<file path="config.mk">
export PLATFORM = sky130hd
export DESIGN_NAME = issue_scoreboard_flat
export DESIGN_NICKNAME = d
export VERILOG_FILES = /design/src/rtl/issue_scoreboard_if.sv /design/src/rtl/issue_scoreboard.sv /design/src/flat_wrapper.sv
export SDC_FILE = /design/constraint.sdc
export NUM_CORES = 1
export LEC_CHECK = 0
export BUFFER_PORTS_ARGS = -buffer_cell sky130_fd_sc_hd__buf_2
export CAP_MARGIN = 10
export CORE_MARGIN = 2
export CORE_UTILIZATION = 45
export CTS_BUF_LIST = sky130_fd_sc_hd__clkbuf_4 sky130_fd_sc_hd__clkbuf_8 sky130_fd_sc_hd__clkbuf_16
export DETAILED_ROUTE_END_ITERATION = 8
export SYNTH_ARGS = -nofsm -noshare
export SYNTH_HDL_FRONTEND = slang
export SYNTH_SLANG_ARGS = --single-unit
</file>
<file path="constraint.sdc">
create_clock -name clk -period 7.8 [get_ports clk]
set_input_delay 1.56 -clock clk [delete_from_list [all_inputs] [get_ports clk]]
set_output_delay 1.56 -clock clk [all_outputs]
set_load 0.005 [all_outputs]
</file>
<file path="src/rtl/issue_scoreboard_if.sv">
// Bundle of the issue/writeback signals exchanged between the read/issue stage and the scoreboard.
// The master side requests issue and reports writebacks; the slave side is the scoreboard itself.
interface issue_scoreboard_if;
    logic             flush;
    logic [1:0]       issue_req;
    logic [3:0]       src_valid;
    logic [3:0][4:0]  src_addr;
    logic [1:0]       dst_valid;
    logic [1:0][4:0]  dst_addr;
    logic [1:0]       wb_ena;
    logic [1:0][4:0]  wb_addr;
    logic [1:0]       issue_grant;
    logic [3:0]       src_ready;
    logic             underflow_err;
    logic [31:0]      stall_cnt;

    modport master (
        output flush, issue_req, src_valid, src_addr, dst_valid, dst_addr, wb_ena, wb_addr,
        input  issue_grant, src_ready, underflow_err, stall_cnt
    );

    modport slave (
        input  flush, issue_req, src_valid, src_addr, dst_valid, dst_addr, wb_ena, wb_addr,
        output issue_grant, src_ready, underflow_err, stall_cnt
    );
endinterface

</file>
<file path="src/rtl/issue_scoreboard.sv">
// Register-busy scoreboard for the dual-issue stage: per-register pending-write counters gate issue
// until every source operand is committed in the 4R/2W register file. Register 0 is never tracked.
module issue_scoreboard #(
    parameter int NUM_REGS = 32,
    parameter int CNT_W    = 2
) (
    input  logic              clk,
    input  logic              rst,
    issue_scoreboard_if.slave sb
);
    localparam int AW = 5;
    localparam logic [CNT_W:0] MAX_C = (CNT_W+1)'((1 << CNT_W) - 1);

    logic [CNT_W-1:0] cnt_r      [NUM_REGS];
    logic [CNT_W-1:0] cnt_next_s [NUM_REGS];
    logic             underflow_err_r;
    logic [31:0]      stall_cnt_r;
    logic             underflow_s;
    logic [3:0]       src_ready_s;
    logic [1:0]       grant_s;
    logic             dst_ok0_s;
    logic             dst_ok1_s;
    logic             raw_hit_s;
    logic             same_dst_s;

    // Pending count of a register; register 0 and out-of-range addresses read as idle.
    function automatic logic [CNT_W-1:0] cnt_of(input logic [AW-1:0] a,
                                                 input logic [CNT_W-1:0] cv [NUM_REGS]);
        logic [CNT_W-1:0] v;
        if (a == AW'(0) || int'(a) >= NUM_REGS) begin
            v = CNT_W'(0);
        end else begin
            v = cv[a];
        end
        return v;
    endfunction

    function automatic logic [1:0] count_hits(input logic [1:0] en,
                                              input logic [1:0][AW-1:0] addr,
                                              input logic [AW-1:0] r);
        return {1'b0, en[0] && (addr[0] == r)} + {1'b0, en[1] && (addr[1] == r)};
    endfunction

    // Operand readiness looks only at committed counters: no writeback bypass.
    always_comb begin
        src_ready_s = 4'b0000;
        for (int i = 0; i < 4; i++) begin
            src_ready_s[i] = !sb.src_valid[i] || (cnt_of(sb.src_addr[i], cnt_r) == CNT_W'(0));
        end
    end

    // In-order dual-issue grant with intra-pair RAW and destination-saturation checks.
    always_comb begin
        same_dst_s = sb.dst_valid[0] && (sb.dst_addr[0] == sb.dst_addr[1]);
        dst_ok0_s  = !sb.dst_valid[0] || (sb.dst_addr[0] == AW'(0)) ||
                     ({1'b0, cnt_of(sb.dst_addr[0], cnt_r)} < MAX_C);
        dst_ok1_s  = !sb.dst_valid[1] || (sb.dst_addr[1] == AW'(0)) ||
                     (({1'b0, cnt_of(sb.dst_addr[1], cnt_r)} + {CNT_W'(0), same_dst_s}) < MAX_C);
        raw_hit_s  = sb.dst_valid[0] && (sb.dst_addr[0] != AW'(0)) &&
                     ((sb.src_valid[2] && (sb.src_addr[2] == sb.dst_addr[0])) ||
                      (sb.src_valid[3] && (sb.src_addr[3] == sb.dst_addr[0])));
        grant_s    = 2'b00;
        grant_s[0] = !rst && !sb.flush && sb.issue_req[0] &&
                     src_ready_s[0] && src_ready_s[1] && dst_ok0_s;
        grant_s[1] = grant_s[0] && sb.issue_req[1] && src_ready_s[2] && src_ready_s[3] &&
                     !raw_hit_s && dst_ok1_s;
    end

    // Next counter values: grants add, writebacks subtract, clamping at zero on underflow.
    always_comb begin : cnt_next_calc
        logic [CNT_W:0] sum_v;
        logic [1:0]     dec_v;
        sum_v       = (CNT_W+1)'(0);
        dec_v       = 2'b00;
        underflow_s = 1'b0;
        for (int r = 0; r < NUM_REGS; r++) begin
            cnt_next_s[r] = CNT_W'(0);
        end
        for (int r = 1; r < NUM_REGS; r++) begin
            sum_v = (CNT_W+1)'(cnt_r[r]) +
                    (CNT_W+1)'(count_hits(grant_s & sb.dst_valid, sb.dst_addr, AW'(r)));
            dec_v = count_hits(sb.wb_ena, sb.wb_addr, AW'(r));
            if (sum_v < (CNT_W+1)'(dec_v)) begin
                underflow_s   = 1'b1;
                cnt_next_s[r] = CNT_W'(0);
            end else begin
                cnt_next_s[r] = CNT_W'(sum_v - (CNT_W+1)'(dec_v));
            end
        end
    end

    // Pending-write counters; flush discards same-cycle grants and writebacks.
    always_ff @(posedge clk) begin
        if (rst || sb.flush) begin
            for (int r = 0; r < NUM_REGS; r++) begin
                cnt_r[r] <= CNT_W'(0);
            end
        end else begin
            for (int r = 0; r < NUM_REGS; r++) begin
                cnt_r[r] <= cnt_next_s[r];
            end
        end
    end

    // Sticky underflow flag and free-running stall counter.
    always_ff @(posedge clk) begin
        if (rst) begin
            underflow_err_r <= 1'b0;
            stall_cnt_r     <= 32'd0;
        end else begin
            if (!sb.flush && underflow_s) begin
                underflow_err_r <= 1'b1;
            end else begin
                underflow_err_r <= underflow_err_r;
            end
            if (!sb.flush && sb.issue_req[0] && !grant_s[0]) begin
                stall_cnt_r <= stall_cnt_r + 32'd1;
            end else begin
                stall_cnt_r <= stall_cnt_r;
            end
        end
    end

    assign sb.issue_grant   = grant_s;
    assign sb.src_ready     = src_ready_s;
    assign sb.underflow_err = underflow_err_r;
    assign sb.stall_cnt     = stall_cnt_r;
endmodule

</file>
<file path="src/flat_wrapper.sv">
// flat-port wrapper written by rule: the top's interface ports become plain ports
module issue_scoreboard_flat 
#(
    parameter int NUM_REGS = 32,
    parameter int CNT_W    = 2
)
  (clk, rst, sb_flush, sb_issue_req, sb_src_valid, sb_src_addr, sb_dst_valid, sb_dst_addr, sb_wb_ena, sb_wb_addr, sb_issue_grant, sb_src_ready, sb_underflow_err, sb_stall_cnt);
  issue_scoreboard_if sb_i ();
  input  logic clk;
  input  logic rst;
  input wire logic [$bits(sb_i.flush)-1:0] sb_flush;
  input wire logic [$bits(sb_i.issue_req)-1:0] sb_issue_req;
  input wire logic [$bits(sb_i.src_valid)-1:0] sb_src_valid;
  input wire logic [$bits(sb_i.src_addr)-1:0] sb_src_addr;
  input wire logic [$bits(sb_i.dst_valid)-1:0] sb_dst_valid;
  input wire logic [$bits(sb_i.dst_addr)-1:0] sb_dst_addr;
  input wire logic [$bits(sb_i.wb_ena)-1:0] sb_wb_ena;
  input wire logic [$bits(sb_i.wb_addr)-1:0] sb_wb_addr;
  output wire logic [$bits(sb_i.issue_grant)-1:0] sb_issue_grant;
  output wire logic [$bits(sb_i.src_ready)-1:0] sb_src_ready;
  output wire logic [$bits(sb_i.underflow_err)-1:0] sb_underflow_err;
  output wire logic [$bits(sb_i.stall_cnt)-1:0] sb_stall_cnt;
  assign sb_i.flush = sb_flush;
  assign sb_i.issue_req = sb_issue_req;
  assign sb_i.src_valid = sb_src_valid;
  assign sb_i.src_addr = sb_src_addr;
  assign sb_i.dst_valid = sb_dst_valid;
  assign sb_i.dst_addr = sb_dst_addr;
  assign sb_i.wb_ena = sb_wb_ena;
  assign sb_i.wb_addr = sb_wb_addr;
  assign sb_issue_grant = sb_i.issue_grant;
  assign sb_src_ready = sb_i.src_ready;
  assign sb_underflow_err = sb_i.underflow_err;
  assign sb_stall_cnt = sb_i.stall_cnt;
  issue_scoreboard #(.NUM_REGS(NUM_REGS), .CNT_W(CNT_W)) u_core (.clk(clk), .rst(rst), .sb(sb_i));
endmodule
</file>
### Word-level counts from Yosys, hierarchy flattened

Cells that the tools add are included.

* output and inout port bits: 39
* input port bits: 53
* logic and storage cells: 591
* bits in registers: 95

* mux-type cells: 55
* bitwise gates (word level): 7
* reductions and logical operators: 204
* equal/unequal tests: 127
* $lt $le $gt $ge: 39
* add/subtract/negate cells: 126

Operator list (count)
* == test 5 bit (second input constant): 64
* == test 5 x 4 -> 1 bit (second input constant): 32
* logical AND 1 bit: 142
* adder 1 x 1 -> 2 bit: 62
* adder 2 x 2 -> 3 bit: 31
* less-than comparator 3 x 2 -> 1 bit: 31
* == test 5 x 3 -> 1 bit (second input constant): 16
* OR reduction 2 bit: 31
* subtractor 2 bit: 31
* binary-select mux 2 bit (select 5 bit): 6
* == test 5 x 2 -> 1 bit (second input constant): 8
* greater-or-equal comparator 6 bit (second input constant): 6
* two-way mux 2 bit: 18
* NOT 5 -> 6 bit: 6
* adder 32 x 1 -> 32 bit (second input constant): 1
* two-way mux 1 bit: 31
* logical NOT 5 bit: 6
* == test 5 x 1 -> 1 bit (second input constant): 4
* == test 5 bit: 3
* logical NOT 1 bit: 10
* logical OR 1 bit: 10
* logical NOT 2 bit: 4
* nonzero test 5 bit: 1
* adder 2 x 1 -> 3 bit: 1
* other kinds (3): 3

### Logic depth before layout (Yosys ltp)

* word-level depth: 52
* gate-level depth with buffers: 24
* gate-level depth less buffers: 21

### Least setup slack after synthesis

Ideal clock, no wire load.

* path kind: input to register
* start point: in sb_dst_addr[5]
* end point: reg u_core.underflow_err_r (netlist: u_core.sb.underflow_err)
* slack: 0.918 ns
* data arrival time: 6.749 ns
* stages: 22
* required time: 7.668 ns
* buffers on the path: 3
* cell sequence: clkbuf_1 -> buf_1 -> mux4_2 -> mux4_2 -> mux2_2 -> ha_1 -> ha_1 -> a21o_1 -> nand2_1 -> o21ai_0 -> a211oi_1 -> nand4_1 -> clkbuf_1 -> nor3_1 -> fa_1 -> fa_1 -> nor3b_1 -> nor2_1 -> nor4_1 -> nand4_1 -> o21bai_1 -> a21oi_1

* cells in the longest elaborated chain, start to end: 46

RTL lines
* start: declaration: RTL line flat_wrapper.sv:16 `input wire logic [$bits(sb_i.dst_addr)-1:0] sb_dst_addr;`
* NOT 5 -> 6 bit (implied by the code): RTL line issue_scoreboard.sv:33 `v = cv[a];`
* binary-select mux 2 bit (select 5 bit): RTL line issue_scoreboard.sv:33
* two-way mux 2 bit (implied by the code) (2 in series): RTL line issue_scoreboard.sv:33
* two-way mux 2 bit: RTL line issue_scoreboard.sv:30 `if (a == AW'(0) || int'(a) >= NUM_REGS) begin`
* adder 2 x 1 -> 3 bit: RTL line issue_scoreboard.sv:58 `(({1'b0, cnt_of(sb.dst_addr[1], cnt_r)} + {CNT_W'(0), same_dst_s}) < MAX_C);`
* less-than comparator 3 x 2 -> 1 bit: RTL line issue_scoreboard.sv:58
* logical OR 1 bit: RTL line issue_scoreboard.sv:57 `dst_ok1_s = !sb.dst_valid[1] || (sb.dst_addr[1] == AW'(0)) ||`
* logical AND 1 bit: RTL line issue_scoreboard.sv:66 `!raw_hit_s && dst_ok1_s;`
* bitwise AND 2 bit: RTL line issue_scoreboard.sv:81 `(CNT_W+1)'(count_hits(grant_s & sb.dst_valid, sb.dst_addr, AW'(r)));`
* logical AND 1 bit: RTL line issue_scoreboard.sv:41 `return {1'b0, en[0] && (addr[0] == r)} + {1'b0, en[1] && (addr[1] == r)};`
* adder 1 x 1 -> 2 bit: RTL line issue_scoreboard.sv:41
* adder 2 x 2 -> 3 bit: RTL line issue_scoreboard.sv:80 `sum_v = (CNT_W+1)'(cnt_r[r]) +`
* less-than comparator 3 x 2 -> 1 bit: RTL line issue_scoreboard.sv:83 `if (sum_v < (CNT_W+1)'(dec_v)) begin`
* two-way mux 1 bit (30 in series): RTL line issue_scoreboard.sv:83
* two-way mux 1 bit (*): RTL line issue_scoreboard.sv:83
* logical AND 1 bit (*): RTL line issue_scoreboard.sv:111 `if (!sb.flush && underflow_s) begin`
* end signal: assignment: RTL line issue_scoreboard.sv:114 `underflow_err_r <= underflow_err_r;`
* end: declaration: RTL line issue_scoreboard.sv:16 `logic underflow_err_r;`

Mark *: on every way between the ends. The rest lies on a longest branch, timed or not. The select of a mux whose other input is x is not followed.
A chain may end at the register's enable or synchronous reset.

### Worst setup path in the final report

Same ends and word-level chain as after synthesis.

==> flow_summary.toml <==
[floorplan]
die_w_um = 156
start_util = 0.457
die_h_um = 156
rows = 55
design.core.area_sq_um = 22600
die-area_sq_um = 24200
io_pins = 92

[global_routing]
first_global_vias = 9056
grt_first_pass_wirelength_um = 52500
track_usage = 0.281
antenna_found_initial = 0
grt_max_degree = 67
grt_overflow = 0

[yosys]
netlist-cell-type-count = 56
async_flop_share = 0
synth_area_sq_um = 10400
yosysSeqAreaShare = 0.184
syn_inst = 1165
synth_area_per_cell_sq_um = 8.89
synthTopCellsByArea = "dfxtp_1 18%, mux4_2 12%, fa_1 12%"
synth_edf_count = 0
yosys_warnings = 0
yosysTopAreaCell = "dfxtp_1"
synthTopCellsByCount = "164 x nor2_1, 96 x ha_1, 95 x dfxtp_1"
yosysMostFrequentCell = "nor2_1"
syn-num-nets = 1376
synth_top_area_frac = 0.184
ys_ff_latch = 95
dominantRegCellSynth = "dfxtp_1"

[clocking]
numCtsBuffers = 9
h-tree-depth = 3
clkSinkCount = 95
cts_root_buf = "clkbuf_16"
post_cts_buffers = 0
cts_tree = "built"
ctsHoldBuffers = 0
worst_skew_pair.late_latency_ns = 0.37
clk_path_buf_depth = 2
cts_resized = 0
clkTransAtPathRegs_ns = 0.07

[timing]
setup_viol = 0
fin_ws_ns = 0.960
worst_pin_slew_ns = 0.937
layout_min_cycle_time_ns = 6.84
fin_skew_ns = 0.0171
tns_ns = 0
grt_setup_unrepaired = "false"
slew_headroom = 0.367
finalHoldViolCount = 0
period_share = 0.877
slew_violations = 0
fin_hold_ws_ns = 0.484
fmax_mhz = 146

[place]
gp_congestion = 0.958
io_buffers = 91
pre_cts_slack_ns = 0.619
place_inst = 1480
post_dp_cell_area_sq_um = 11000
dp_hpwl_um = 25300

[pwr]
power_density_nw_per_um2 = 105
ir_worst_vdd_uv = 82.5
finalPower_mw = 1.18
power_leakage_nw = 4.80

[detailed_routing]
ant_nets = 0
vias_per_cell = 6.15
route.detailed.drc = 0
totalWireLength_um = 33200
vias = 9193
wire_per_inst_um = 22.2
initialDrtViolationCount = 795
dr.pass1.iters = 5

[worst_setup_path]
crit-reg2reg-launch = "u_core.cnt_r[44]"
cp.required_ns = 8.01
worstPathMaxFanout = 24
reg2reg_to = "u_core.sb.underflow_err"
end_kind = "flop"
max_stage_delay_ns = 0.59
crit_buf_inv = 2
critPathArrivalTime_ns = 7.05
crit_family = "adder cells"
regToRegSetupSlack_ns = 2.34
crit_type = "primary input to flop"
crit_slowest_cell = "mux4_2"
reg2reg_depth = 20
cp_cell_sequence = "buf_2 -> mux4_2 -> mux4_2 -> mux2_2 -> ha_1 -> ha_1 -> a21o_1 -> nand2_1 -> o21ai_0 -> a211oi_1 -> nand4_1 -> buf_4 -> nor3_1 -> fa_1 -> fa_1 -> nor3b_1 -> nor2_1 -> nor4_1 -> nand4_1 -> o21bai_1 -> a21oi_1"
critPathLaunchType = "primary input"

[hold_path]
min_delay_path_depth = 2
hold_end = "u_core.sb.underflow_err"
hold_class = "flop to flop"
min_from = "u_core.sb.underflow_err"

[layout]
nets = 1417
area_growth_pct = 9.00
drive_above_1_share = 0.187
postLayoutCoreUtil = 0.498
fin_area_sq_um = 11300
antennaDiodeCount = 0
stdcell_count = 1496

[run_status]
status = "finished clean"

[job]
cap_violations = 0
logic make-up after synthesis:
logic type / after synthesis / synth area share
and+or+nand+nor: 522 / 0.257
adders and majority gates: 158 / 0.236
buffers and inverters: 149 / 0.0561
muxes: 102 / 0.171
DFF: 95 / 0.184
AOI/OAI and AO/OA: 93 / 0.0579
xor gates and xnor gates: 46 / 0.0389
sequential cells by signal, summed over array words and instances, names as in the netlist:
register and flops:
u_core.sb.underflow_err 1, u_core.sb.stall_cnt 32, u_core.cnt_r 62
worst min-delay path, cell delays in order (launching register included):
cell and delay [ns]:
dfxtp_1 0.33, inv_1 0.06, a21oi_1 0.05
placed cells by master, fill, tap and decap left out, drive strengths merged, types with 12 or more instances in the layout:
master	count
a21oi	53
mux4	56
xor2	12
nor4	35
dfxtp	95
nor3b	22
fa	62
and3	41
nand4	18
ha	96
nor2b	45
nor2	164
nand3	43
buf	102
nand2	37
xnor2	34
mux2	36
inv	78
nor3	80
metal layers:
metal,track usage,up-vias,share of wire
met4,0.141,0,0.052
li1,-,4199,-
met2,0.451,473,0.47
met5,0,-,0
met1,0.370,4416,0.41
met3,0.0447,105,0.076
cell type report:
type                            count  area (sq um)
Tap cell                          285           357
Clock buffer                       10           239
Clock inverter                      6          76.3
Multi-Input combinational cell    921          7880
Sequential cell                    95          1900
Inverter                           77           289
Fill cell                        2146         11400
Timing Repair Buffer              102           538
how the worst max path moves through the flow:
stage                   startpoint                       to  slack (ns)  depth (start not counted)
floorplan           sb_dst_addr[5]  u_core.sb.underflow_err        0.92                         22
global placement    sb_dst_addr[5]  u_core.sb.underflow_err        0.68                         21
detailed placement  sb_dst_addr[5]  u_core.sb.underflow_err        0.62                         21
CTS                 sb_dst_addr[5]  u_core.sb.underflow_err        0.97                         21
global route        sb_dst_addr[5]  u_core.sb.underflow_err        0.64                         21
finish              sb_dst_addr[5]  u_core.sb.underflow_err        0.96                         21
power by group:
part | internal [mW] | total, mW | switching, mW
clock network | 0.264 | 0.499 | 0.235
registers | 0.487 | 0.493 | 0.00513
logic | 0.0653 | 0.193 | 0.127
Note: power is estimated with default switching activity, not from simulation.
